## src/rtl/key_pkg.sv

```systemverilog
// Shared definitions for the key conditioner: per-key FSM state encoding and
// default debounce / auto-repeat cycle counts.
package key_pkg;

  typedef enum logic [1:0] {
    IDLE       = 2'd0,
    PRESS_WAIT = 2'd1,
    HELD       = 2'd2,
    REL_WAIT   = 2'd3
  } key_state_t;

  localparam int DEF_DEB_CYCLES    = 1000000;
  localparam int DEF_REPEAT_DELAY  = 50000000;
  localparam int DEF_REPEAT_PERIOD = 10000000;

endpackage

```

## src/rtl/key_conditioner_if.sv

```systemverilog
// Key conditioner signal bundle: raw key inputs, conditioned pulses/levels and
// per-key FSM state for observation. The master side drives the raw keys; the
// slave side (the conditioner) drives everything else. There is no handshake:
// pulses are single-cycle strobes and levels are plain debounced levels.
interface key_conditioner_if;
  import key_pkg::*;

  logic       button_raw;
  logic       pause_raw;
  logic       button;
  logic       pause;
  logic       button_level;
  logic       pause_level;
  key_state_t button_state;
  key_state_t pause_state;

  modport master (
    output button_raw, pause_raw,
    input  button, pause, button_level, pause_level, button_state, pause_state
  );

  modport slave (
    input  button_raw, pause_raw,
    output button, pause, button_level, pause_level, button_state, pause_state
  );

endinterface

```

## src/rtl/key_debounce.sv

```systemverilog
// One key: two-flop synchronizer, 4-state debounce FSM with a saturating
// stable-cycle counter, registered one-cycle accept pulse and debounced level.
module key_debounce import key_pkg::*; #(
  parameter int DEB_CYCLES = DEF_DEB_CYCLES
) (
  input  logic       clk,
  input  logic       reset,
  input  logic       raw,
  output logic       pulse,
  output logic       level,
  output key_state_t state
);

  localparam int            CW   = (DEB_CYCLES > 1) ? $clog2(DEB_CYCLES) : 1;
  localparam logic [CW-1:0] LAST = CW'(DEB_CYCLES - 1);

  logic          sync1, sync2;
  key_state_t    state_q, state_d;
  logic [CW-1:0] cnt_q, cnt_d;
  logic          accept_d, accept_q;

  // Two-flop synchronizer for the asynchronous raw key.
  always_ff @(posedge clk or posedge reset) begin
    if (reset) begin
      sync1 <= 1'b0;
      sync2 <= 1'b0;
    end else begin
      sync1 <= raw;
      sync2 <= sync1;
    end
  end

  // State, counter and pulse registers; the accept flag is delayed one more
  // cycle so the pulse lands in the cycle after HELD has been entered.
  always_ff @(posedge clk or posedge reset) begin
    if (reset) begin
      state_q  <= IDLE;
      cnt_q    <= '0;
      accept_q <= 1'b0;
      pulse    <= 1'b0;
    end else begin
      state_q  <= state_d;
      cnt_q    <= cnt_d;
      accept_q <= accept_d;
      pulse    <= accept_q;
    end
  end

  // Next-state logic: DEB_CYCLES stable samples accept a press or a release.
  always_comb begin
    state_d  = state_q;
    cnt_d    = cnt_q;
    accept_d = 1'b0;
    case (state_q)
      IDLE: begin
        if (sync2) begin
          state_d = PRESS_WAIT;
          cnt_d   = '0;
        end
      end
      PRESS_WAIT: begin
        if (!sync2) begin
          state_d = IDLE;
        end else if (cnt_q == LAST) begin
          state_d  = HELD;
          accept_d = 1'b1;
        end else if (cnt_q != '1) begin
          cnt_d = cnt_q + 1'b1;
        end
      end
      HELD: begin
        if (!sync2) begin
          state_d = REL_WAIT;
          cnt_d   = '0;
        end
      end
      REL_WAIT: begin
        if (sync2) begin
          state_d = HELD;
        end else if (cnt_q == LAST) begin
          state_d = IDLE;
        end else if (cnt_q != '1) begin
          cnt_d = cnt_q + 1'b1;
        end
      end
      default: state_d = IDLE;
    endcase
  end

  assign level = (state_q == HELD) || (state_q == REL_WAIT);
  assign state = state_q;

endmodule

```

## src/rtl/key_conditioner.sv

```systemverilog
// Key conditioner for the washer front panel: debounces the mode and
// start/pause keys independently and emits one-cycle press pulses.
// Optional feature macro: KEY_COND_REPEAT_EN adds auto-repeat on the mode key.
module key_conditioner import key_pkg::*; #(
  parameter int DEB_CYCLES    = DEF_DEB_CYCLES,
  parameter int REPEAT_DELAY  = DEF_REPEAT_DELAY,
  parameter int REPEAT_PERIOD = DEF_REPEAT_PERIOD
) (
  input logic               clk,
  input logic               reset,
  key_conditioner_if.slave  keys
);

  logic       button_accept, pause_accept;
  logic       button_lvl, pause_lvl;
  key_state_t button_st, pause_st;

  key_debounce #(.DEB_CYCLES(DEB_CYCLES)) u_button (
    .clk   (clk),
    .reset (reset),
    .raw   (keys.button_raw),
    .pulse (button_accept),
    .level (button_lvl),
    .state (button_st)
  );

  key_debounce #(.DEB_CYCLES(DEB_CYCLES)) u_pause (
    .clk   (clk),
    .reset (reset),
    .raw   (keys.pause_raw),
    .pulse (pause_accept),
    .level (pause_lvl),
    .state (pause_st)
  );

`ifdef KEY_COND_REPEAT_EN
  localparam int RMAX = (REPEAT_DELAY > REPEAT_PERIOD) ? REPEAT_DELAY : REPEAT_PERIOD;
  localparam int RW   = $clog2(RMAX + 1);
  localparam logic [RW-1:0] DELAY_V  = RW'(REPEAT_DELAY);
  localparam logic [RW-1:0] PERIOD_V = RW'(REPEAT_PERIOD);

  logic [RW-1:0] rep_cnt;
  logic          rep_first, rep_pulse, rep_hit;

  // First repeat waits REPEAT_DELAY held cycles, later ones REPEAT_PERIOD.
  assign rep_hit = (button_st == HELD) && (rep_cnt == (rep_first ? DELAY_V : PERIOD_V));

  // Repeat timer: cleared whenever the mode key is not in HELD, so every
  // entry to HELD (including a return from REL_WAIT) restarts the delay.
  always_ff @(posedge clk or posedge reset) begin
    if (reset) begin
      rep_cnt   <= '0;
      rep_first <= 1'b1;
      rep_pulse <= 1'b0;
    end else begin
      rep_pulse <= rep_hit;
      if (button_st != HELD) begin
        rep_cnt   <= '0;
        rep_first <= 1'b1;
      end else if (rep_hit) begin
        rep_cnt   <= RW'(1);
        rep_first <= 1'b0;
      end else if (rep_cnt != '1) begin
        rep_cnt <= rep_cnt + 1'b1;
      end
    end
  end

  assign keys.button = button_accept | rep_pulse;
`else
  logic unused_repeat_cfg;
  assign unused_repeat_cfg = (REPEAT_DELAY > 0) ^ (REPEAT_PERIOD > 0);
  assign keys.button = button_accept;
`endif

  assign keys.pause        = pause_accept;
  assign keys.button_level = button_lvl;
  assign keys.pause_level  = pause_lvl;
  assign keys.button_state = button_st;
  assign keys.pause_state  = pause_st;

endmodule

```

## src/flat_wrapper.sv

```systemverilog
// flat-port wrapper written by rule: the top's interface ports become plain ports
module key_conditioner_flat import key_pkg::*;
#(
  parameter int DEB_CYCLES    = DEF_DEB_CYCLES,
  parameter int REPEAT_DELAY  = DEF_REPEAT_DELAY,
  parameter int REPEAT_PERIOD = DEF_REPEAT_PERIOD
)
  (clk, reset, keys_button_raw, keys_pause_raw, keys_button, keys_pause, keys_button_level, keys_pause_level, keys_button_state, keys_pause_state);
  key_conditioner_if keys_i ();
  input logic clk;
  input logic reset;
  input wire logic [$bits(keys_i.button_raw)-1:0] keys_button_raw;
  input wire logic [$bits(keys_i.pause_raw)-1:0] keys_pause_raw;
  output wire logic [$bits(keys_i.button)-1:0] keys_button;
  output wire logic [$bits(keys_i.pause)-1:0] keys_pause;
  output wire logic [$bits(keys_i.button_level)-1:0] keys_button_level;
  output wire logic [$bits(keys_i.pause_level)-1:0] keys_pause_level;
  output wire logic [$bits(keys_i.button_state)-1:0] keys_button_state;
  output wire logic [$bits(keys_i.pause_state)-1:0] keys_pause_state;
  assign keys_i.button_raw = keys_button_raw;
  assign keys_i.pause_raw = keys_pause_raw;
  assign keys_button = keys_i.button;
  assign keys_pause = keys_i.pause;
  assign keys_button_level = keys_i.button_level;
  assign keys_pause_level = keys_i.pause_level;
  assign keys_button_state = keys_i.button_state;
  assign keys_pause_state = keys_i.pause_state;
  key_conditioner #(.DEB_CYCLES(DEB_CYCLES), .REPEAT_DELAY(REPEAT_DELAY), .REPEAT_PERIOD(REPEAT_PERIOD)) u_core (.clk(clk), .reset(reset), .keys(keys_i));
endmodule
```

## config.mk

```make
export PLATFORM = sky130hd
export DESIGN_NAME = key_conditioner_flat
export DESIGN_NICKNAME = d
export VERILOG_FILES = /design/src/rtl/key_pkg.sv /design/src/rtl/key_conditioner_if.sv /design/src/rtl/key_debounce.sv /design/src/rtl/key_conditioner.sv /design/src/flat_wrapper.sv
export SDC_FILE = /design/constraint.sdc
export NUM_CORES = 1
export LEC_CHECK = 0
export BUFFER_PORTS_ARGS = -buffer_cell sky130_fd_sc_hd__buf_2
export CAP_MARGIN = 20
export CELL_PAD_IN_SITES_DETAIL_PLACEMENT = 1
export CELL_PAD_IN_SITES_GLOBAL_PLACEMENT = 1
export CORE_MARGIN = 2
export CORE_UTILIZATION = 48
export DETAILED_ROUTE_END_ITERATION = 8
export GPL_TIMING_DRIVEN = 0
export PLACE_DENSITY_LB_ADDON = 0.1
export SLEW_MARGIN = 10
export SYNTH_ARGS = -nofsm -noshare
export SYNTH_HDL_FRONTEND = slang
export SYNTH_SLANG_ARGS = --single-unit
```

## constraint.sdc

```tcl
create_clock -name clk -period 2.65 [get_ports clk]
set_input_delay 0.53 -clock clk [delete_from_list [all_inputs] [get_ports clk]]
set_output_delay 0.53 -clock clk [all_outputs]
set_load 0.03 [all_outputs]
```

## After elaboration in Yosys (flattened, before gate mapping)

Cells that the tools add are included.

- Register bits: 52
- Output and inout port bits: 8
- Logic and storage cells: 78
- Input bits: 4

- Reductions and logical operators: 8
- Add/sub/neg operators: 2
- Equality and inequality tests: 22
- Mux-type cells: 34

Operators by type and width:

| cell | count |
|---|---|
| 20-bit two-way mux | 12 |
| 20-bit one-hot mux with 4 select lines | 2 |
| 20-bit by 1-bit adder with 20-bit output, second input constant | 2 |
| 20-bit equality test, second input constant | 2 |
| 20-bit inequality test, second input constant | 2 |
| 2-bit two-way mux | 12 |
| 2-bit inequality test, second input constant | 8 |
| 2-bit one-hot mux with 4 select lines | 2 |
| 4-bit AND reduction | 4 |
| 3-bit inequality test, second input constant | 4 |
| 2-bit equality test, second input constant | 4 |
| 1-bit two-way mux | 6 |
| 2-bit by 1-bit equality test with 1-bit output, second input constant | 2 |
| 2-bit logical NOT | 2 |
| 1-bit logical OR | 2 |

## Longest topological paths before layout

Gate-level depths: netlist of run 1.

- Word-level depth: 5
- Gate-level depth with buffers: 9
- Depth with buffers taken out: 7

## Cells and area by module

From an unflattened synthesis of run 1, not the netlist that was laid out.

- Cell total of the unflattened synthesis: 302
- Area, all modules: 2,827.7 µm²

Modules (own cells, without submodules):

| module | area an instance (µm²) | cells an instance | instances | seq. area each (µm²) |
|---|---|---|---|---|
| key_debounce | 1,413.9 | 151 | 2 | 650.6 |

## Least setup slack after synthesis of run 1

Ideal clock, no wire load.

- Kind: flip-flop to flip-flop
- Start point: register u_core.u_pause.cnt_q[10]
- End point: register u_core.u_pause.cnt_q[5]
- Arrival time: 2.148 ns
- Path buffers: 1
- Period minus slack after synthesis: 2.272 ns
- Slack: 0.378 ns
- Library setup time: 0.124 ns
- Cell stages (with the launch flop): 7
- Data required time: 2.526 ns
- Cell sequence: dfrtp_1 > or4b_1 > or4_4 > o31ai_4 > buf_6 > nor4_1 > a211o_1

- Longest elaborated chain between the ends: 5
- Elaborated cells on any way between the ends: 7
- Those cells by class: 2 x eq/ne; 5 x mux

Ends and longest elaborated chain:

| element | line | source |
|---|---|---|
| start, declared | key_debounce.sv:19 | `logic [CW-1:0] cnt_q, cnt_d;` |
| start signal, assigned | key_debounce.sv:43 | `cnt_q <= cnt_d;` |
| 20-bit inequality test | key_debounce.sv:67, key_debounce.sv:82 |  |
| 20-bit two-way mux | n/a |  |
| 20-bit two-way mux (*) | n/a |  |
| 20-bit two-way mux, on equally long branches | n/a |  |
| 20-bit one-hot mux with 4 select lines (*) | n/a |  |

Every way passes the cells marked *; elsewhere a longest branch is shown, timed or not. The select of a mux whose other input is x is not followed.
A chain may end at the register's enable or synchronous reset.

## Worst setup path after layout of run 1

- Start point: register u_core.u_button.cnt_q[1]
- End point: register u_core.u_button.cnt_q[2]

- Longest elaborated chain between the ends: 5
- Elaborated cells on any way between the ends: 8
- Those cells by class: 1 x add/sub; 2 x eq/ne; 5 x mux

Ends and longest elaborated chain:

| element | line | source |
|---|---|---|
| start, declared | key_debounce.sv:19 |  |
| start signal, assigned | key_debounce.sv:43 |  |
| 20-bit by 1-bit adder with 20-bit output / 20-bit inequality test (equally long branches) | n/a |  |
| 20-bit two-way mux | key_debounce.sv:67, key_debounce.sv:82 |  |
| 20-bit two-way mux (*) | key_debounce.sv:64 | `end else if (cnt_q == LAST) begin` |
| 20-bit two-way mux, on equally long branches | key_debounce.sv:78, key_debounce.sv:62 |  |
| 20-bit one-hot mux with 4 select lines (*) | key_debounce.sv:54 | `case (state_q)` |

Marks and branches as above.

==> results of run 1 <==
power groups by stage:
stage	registers, mW	clock network, mW	logic, mW
floorplan	0.868	0	0.0890
global placement	0.871	0	0.124
detailed placement	0.874	0	0.132
CTS	0.859	0.497	0.133
global route	0.868	0.525	0.154
finish	0.860	0.487	0.136
cell type report:
cell class	instances	area (um2)
Sequential cell	52	1303
Tap cell	75	93.84
Buffer	23	116.4
Fill cell	671	2660
Inverter	8	30.03
Clock buffer	8	90.09
Multi-Input combinational cell	220	1455
Timing Repair Buffer	14	102.6
what timing repair did:
action                     CTS  global route
buffers inserted             0             2
gates resized for setup      3             9
setup endpoints to repair   22            37
pin swaps                    0             2
worst max-delay path by stage:
stage,depth (start not counted),from,endpoint
5_1_grt,8,u_core.u_button.cnt_q[1],u_core.u_button.cnt_q[19]
3_5_place_dp,9,u_core.u_button.cnt_q[0],u_core.u_button.cnt_q[2]
6_report,8,u_core.u_button.cnt_q[1],u_core.u_button.cnt_q[2]
4_1_cts,9,u_core.u_button.cnt_q[0],u_core.u_button.cnt_q[2]
3_3_place_gp,9,u_core.u_button.cnt_q[0],u_core.u_button.cnt_q[2]
2_1_floorplan,6,u_core.u_pause.cnt_q[10],u_core.u_pause.cnt_q[5]
cell usage after synthesis (all sizes together), types with 3 or more instances:
cell,number,area share [%]
dfrtp,52,45
o21ai,26,4.5
nand2,24,3.1
nor4,16,3.5
o31ai,16,4.7
nand3,15,2.6
clkbuf,14,1.8
nand4,12,2.6
and3,10,2.2
buf,10,2.1
nor2,9,1.2
or4,9,2.5
a211o,8,2.4
inv,8,1.0
or3,7,1.5
nand3b,5,1.3
o41ai,5,1.5
or2,5,1.1
a22o,4,1.2
nand2b,4,0.87
nor3,4,0.70
a21oi,3,0.52
mux2,3,1.2
o2111ai,3,0.91
o21a,3,0.78
kinds of logic after synthesis:
family | share of synthesized area (%)
simple gates | 24.65
compound gates | 21.78
flops | 45.22
buf+inv | 5.000
mux | 1.870
xor+xnor | 0.6088
fa+ha+maj | 0.8694
metrics by stage:
step	cell area, um2	setup slack [ns]
after floorplan	2878	0.3785
after detailed placement	3047	-0.1106
after global routing	3191	-0.03300
final	3191	0.1448
after global placement	3027	-0.05386
after CTS	3148	0.06238
worst max-delay path, cell delays in order, from the launching register on:
cell and delay, ns:
dfrtp_1 0.42, ha_2 0.24, nand3_2 0.16, or4_1 0.51
clkbuf_1 0.20, nor3_2 0.29, or2_2 0.28, buf_6 0.19
o211ai_1 0.11
registers in the layout, indices dropped and copies added, names as in the netlist, named ones only:
signal / cells
u_core.u_pause.sync1: 1
u_core.u_pause.pulse: 1
u_core.u_button.accept_q: 1
u_core.u_button.sync2: 1
u_core.u_pause.accept_q: 1
u_core.u_button.sync1: 1
u_core.u_button.cnt_q: 20
u_core.u_button.state: 1
u_core.u_pause.cnt_q: 20
u_core.u_button.pulse: 1
u_core.u_pause.state: 1
u_core.u_pause.sync2: 1
layer usage:
layer | vias up | wire length, um | global-route usage [%] | part of all wire [%]
li1 | 1222 | - | - | -
met1 | 1313 | 3542 | 32.70 | 46
met2 | 20 | 3977 | 43.93 | 51
met3 | 8 | 146 | 3.297 | 1.9
met4 | 0 | 84 | 5.763 | 1.1
met5 | - | 0 | 0 | 0
==> run_results.csv, run 1 <==
group,metric,value,unit
outcome,status,"completed",
yosys,async_reset_ff_share,100.0,%
floorplan,initial_core_util,49.19,%
detailed_routing,vias_per_cell,6.408,
yosys,syn_nets,310,
place,dp.cells,391,
min_path,hp-class,"in2async",
yosys,synth_cells,304,
yosys,synthFlopType,"dfrtp_1",
sta,tightest_slew,0.6230,ns
power,power_density,464.8,nW/um2
finish,final_nets,330,
clock_network,cts_buffers,5,
yosys,syn_area_per_cell,9.466,um2
power,comb_power_share,9.1,%
sta,fin_crit,2.505,ns
clock_network,cts_tree,"done",
floorplan,die_h,81.43,um
detailed_routing,routed_wl,7750,um
clock_network,clk_pin_slew,0.09,ns
sta,skew,0.01002,ns
sta,final_hold_viol_count,0,
setup_path,r2r-end,"u_core.u_button.cnt_q[2]",
yosys,ys_seq_elements,52,
setup_path,worstSetupEndpointType,"register",
floorplan,die_w,81.43,um
power,clkPwrFrac,32.9,%
yosys,synth_edf_count,0,
job,cap_viol_max_count,0,
clock_network,postCtsHoldBufs,0,
sta,rsz0062_at_grt,"true",
power,ir_worst_vdd,0.2258,mV
floorplan,boundaryPins,12,
setup_path,r2r-start,"u_core.u_button.cnt_q[1]",
finish,final_util,54.53,%
yosys,synth_area,2878,um2
sta,max_freq,399.2,MHz
detailed_routing,vias,2563,
global_routing,antenna_found_initial,0,
floorplan,fp.dieArea,6631,um2
detailed_routing,routedWlPerCell,19.38,um
clock_network,cts.sinks,52,
finish,layout_common_cells,"dfrtp_1, nand2_1, o21ai_0, buf_2, nor4_1",
finish,area_growth_syn_to_layout,10.87,%
power,leakagePower,1.343,nW
global_routing,grt_overflow,0,
clock_network,clkLatencyLatePin,0.31,ns
setup_path,r2r_cells,8,
yosys,yosys_warnings,0,
setup_path,worstSetupPathType,"reg2reg",
floorplan,num_rows,28,
detailed_routing,final_antenna_net_count,0,
finish,fin_cells,400,
global_routing,grt_pass1_vias,2532,
detailed_routing,drt_iter0_drc,91,
place,dp_hpwl,5196,um
power,power.total,1.483,mW
clock_network,htreeDepth,2,
finish,antenna_cells,0,
setup_path,crit_fanout,10,
finish,drive_gt1_share,15.08,%
power,p_sw_share,26.67,%
power,p_switching,395.5,uW
detailed_routing,drc,0,
setup_path,required,2.83,ns
setup_path,cp.arrival,2.69,ns
sta,setup_viol,0,
clock_network,cts_buffer_depth,2,
clock_network,cts-root-buf,"clkbuf_8",
yosys,synth-seq-area-share,45.22,%
setup_path,cp-start-kind,"register",
place,io_buffers,11,
global_routing,grt_use_total,24.98,%
global_routing,grt_start_max_net_pins,39,
power,p_int,1.088,mW
sta,finalMaxSlewViolations,0,
detailed_routing,first_pass_iters,4,
setup_path,r2r_setup_slack,0.14,ns
yosys,yosysUniqueCellTypes,50,
power,seqPwrFrac,58.0,%
floorplan,fp.coreArea,5851,um2
sta,hold_ws,0.1753,ns
finish,layout_commonest_cell,"dfrtp_1",
global_routing,grt_pass1_wl,12810,um
place,gp_congestion,0.8728,
sta,setup_tns,0,ns
sta,slew_headroom,58.08,%
sta,period_share,94.54,%
(Power assumes the default switching activity.)
==> run 2, diff against run 1 <==
Settings changed: CORE_UTILIZATION 48 to 52, REMOVE_ABC_BUFFERS set to 1.
Clock period 2.65 ns to 3.25 ns, I/O delays scaled along.
==> run 2 against run 1 <==
  * Sequential cell count is the same
  * Sequential power shrank 18%
  * Core utilization grew 1.8 points
  * Clock skew shrank 0.0045 ns
  * Largest cell class unchanged
  * Die area shrank 7.3%
  * Clock-buffer cell count shrank 2
  * Clock power shrank 22%
  * Maximum frequency shrank 13%
==> run_results.csv, run 2 (same netlist as run 1, synthesis figures left out) <==
group,metric,value,unit
outcome,status,"completed",
sta,fin_crit,2.885,ns
min_path,hp-class,"in2async",
setup_path,cp-start-kind,"register",
global_routing,grt_pass1_wl,12630,um
floorplan,fp.dieArea,6145,um2
setup_path,r2r_cells,6,
setup_path,required,3.43,ns
setup_path,worstSetupEndpointType,"register",
sta,setup_tns,0,ns
clock_network,post_cts_buffers,0,
clock_network,cts_buffers,5,
setup_path,cp.arrival,3.07,ns
sta,period_share,88.76,%
place,io_buffers,11,
sta,skew,0.005565,ns
floorplan,fp.coreArea,5439,um2
sta,setup_viol,0,
clock_network,cts-root-buf,"clkbuf_8",
setup_path,crit_fanout,13,
floorplan,initial_core_util,52.91,%
global_routing,grt_pass1_vias,2521,
power,p_switching,306.7,uW
floorplan,num_rows,27,
setup_path,critPathCapture,"u_core.u_pause.cnt_q[7]",
detailed_routing,drc,0,
detailed_routing,vias,2528,
finish,fill_cells,631,
finish,fin_area,3067,um2
sta,max_freq,346.7,MHz
setup_path,r2r-start,"u_core.u_pause.cnt_q[0]",
clock_network,cts_tree,"done",
clock_network,clkLatencyLatePin,0.29,ns
finish,antenna_cells,0,
sta,hold_ws,0.3190,ns
floorplan,die_w,78.39,um
global_routing,grt_overflow,0,
power,clkPwrFrac,32.2,%
setup_path,worstSetupPathType,"reg2reg",
sta,slew_headroom,33.03,%
detailed_routing,final_antenna_net_count,0,
setup_path,r2r-end,"u_core.u_pause.cnt_q[7]",
finish,ff_latch_area,1301,um2
place,dp_hpwl,5044,um
clock_network,clk_pin_slew,0.09,ns
detailed_routing,first_pass_iters,4,
place,dpl_cell_area,2953,um2
finish,drive_gt1_share,12.25,%
global_routing,antenna_found_initial,0,
finish,layout_commonest_cell,"dfrtp_1",
clock_network,htreeDepth,2,
finish,final_nets,307,
sta,tightest_slew,0.9985,ns
power,leakagePower,1.297,nW
sta,finalMaxSlewViolations,0,
detailed_routing,routedWlPerCell,19.91,um
power,p_int,875.8,uW
global_routing,grt_use_total,25.71,%
clock_network,cts.sinks,52,
sta,final_hold_viol_count,0,
power,power_density,385.6,nW/um2
finish,largestRegisters,"u_core.u_button.cnt_q (20), u_core.u_pause.cnt_q (20)",
setup_path,r2r_setup_slack,0.37,ns
setup_path,crit_path_start,"u_core.u_pause.cnt_q[0]",
floorplan,die_h,78.39,um
finish,multi_input_area,1463,um2
detailed_routing,drt_iter0_drc,122,
job,cap_viol_max_count,0,
place,gp_congestion,0.8053,
global_routing,grt_start_max_net_pins,39,
floorplan,boundaryPins,12,
power,seqPwrFrac,59.9,%
power,p_sw_share,25.93,%
finish,layout_common_cells,"dfrtp_1, nand2_1, o21ai_0, nor4_1",
place,pre_cts_ws,0.1860,ns
power,ir_worst_vdd,0.2575,mV
detailed_routing,vias_per_cell,6.759,
clock_network,cts_buffer_depth,2,
finish,final_util,56.38,%
sta,finalWorstSetupSlack,0.3653,ns
finish,area_growth_syn_to_layout,6.565,%
detailed_routing,routed_wl,7447,um
power,comb_power_share,7.8,%
sta,rsz0062_at_grt,"false",
-- run 2: cell types whose count changed in the layout (fill, tap and decap cells not counted), sizes merged --
cell,previous run,this run
buf,23,13
clkinv,0,2
clkbuf,22,6
o31ai,16,17
-- run 2: worst min path at each step --
stage,depth (start not counted),endpoint,slack (ns)
3_3_place_gp,0,u_core.u_pause.pulse,0.33
2_1_floorplan,0,u_core.u_button.pulse,0.33
4_1_cts,2,u_core.u_pause.cnt_q[4],0.32
3_5_place_dp,0,u_core.u_button.sync2,0.34
6_report,2,u_core.u_pause.cnt_q[4],0.32
5_1_grt,2,u_core.u_pause.cnt_q[3],0.33
-- run 2: critical path: stages, from the launching register on --
cell	delay [ns]
dfrtp_1	0.44
ha_1	0.22
nand3_1	0.23
or4_1	0.69
o31ai_2	0.91
o31ai_1	0.19
o41ai_1	0.10
-- run 2: area by class of cell --
class,count,area share [%]
multi-input combinational,221,47.69
sequential,52,42.43
timing repair buffer,13,2.938
tap,72,2.938
clock buffer,6,2.693
inverter,8,0.9792
clock inverter,2,0.3264
-- run 2: stage by stage --
step	total power, mW	cells
floorplan	0.7729	280
global placement	0.8022	363
detailed placement	0.8139	365
CTS	1.194	373
global route	1.232	374
finish	1.182	374
-- run 2: what timing repair did --
action                     in CTS  in global routing
hold buffers                    0                  0
gates resized for setup         0                  2
setup endpoints to repair       0                 27
-- run 2: power groups by stage --
| stage | Sequential [mW] | Clock [mW] | Combinational [mW] |
|---|---|---|---|
| floorplan | 0.712 | 0 | 0.0610 |
| global placement | 0.719 | 0 | 0.0829 |
| CTS | 0.708 | 0.393 | 0.0933 |
| detailed placement | 0.721 | 0 | 0.0928 |
| finish | 0.709 | 0.381 | 0.0928 |
| global route | 0.715 | 0.412 | 0.105 |
-- run 2: routing by layer --
metal  GRT usage, %  vias to the layer above  routed length [um]
met4          6.491                        0                  61
met2          40.17                       54                3531
met3          3.678                        6                 244
met1          37.84                     1289                3610
li1               -                     1179                   -
met5              0                        -                   0
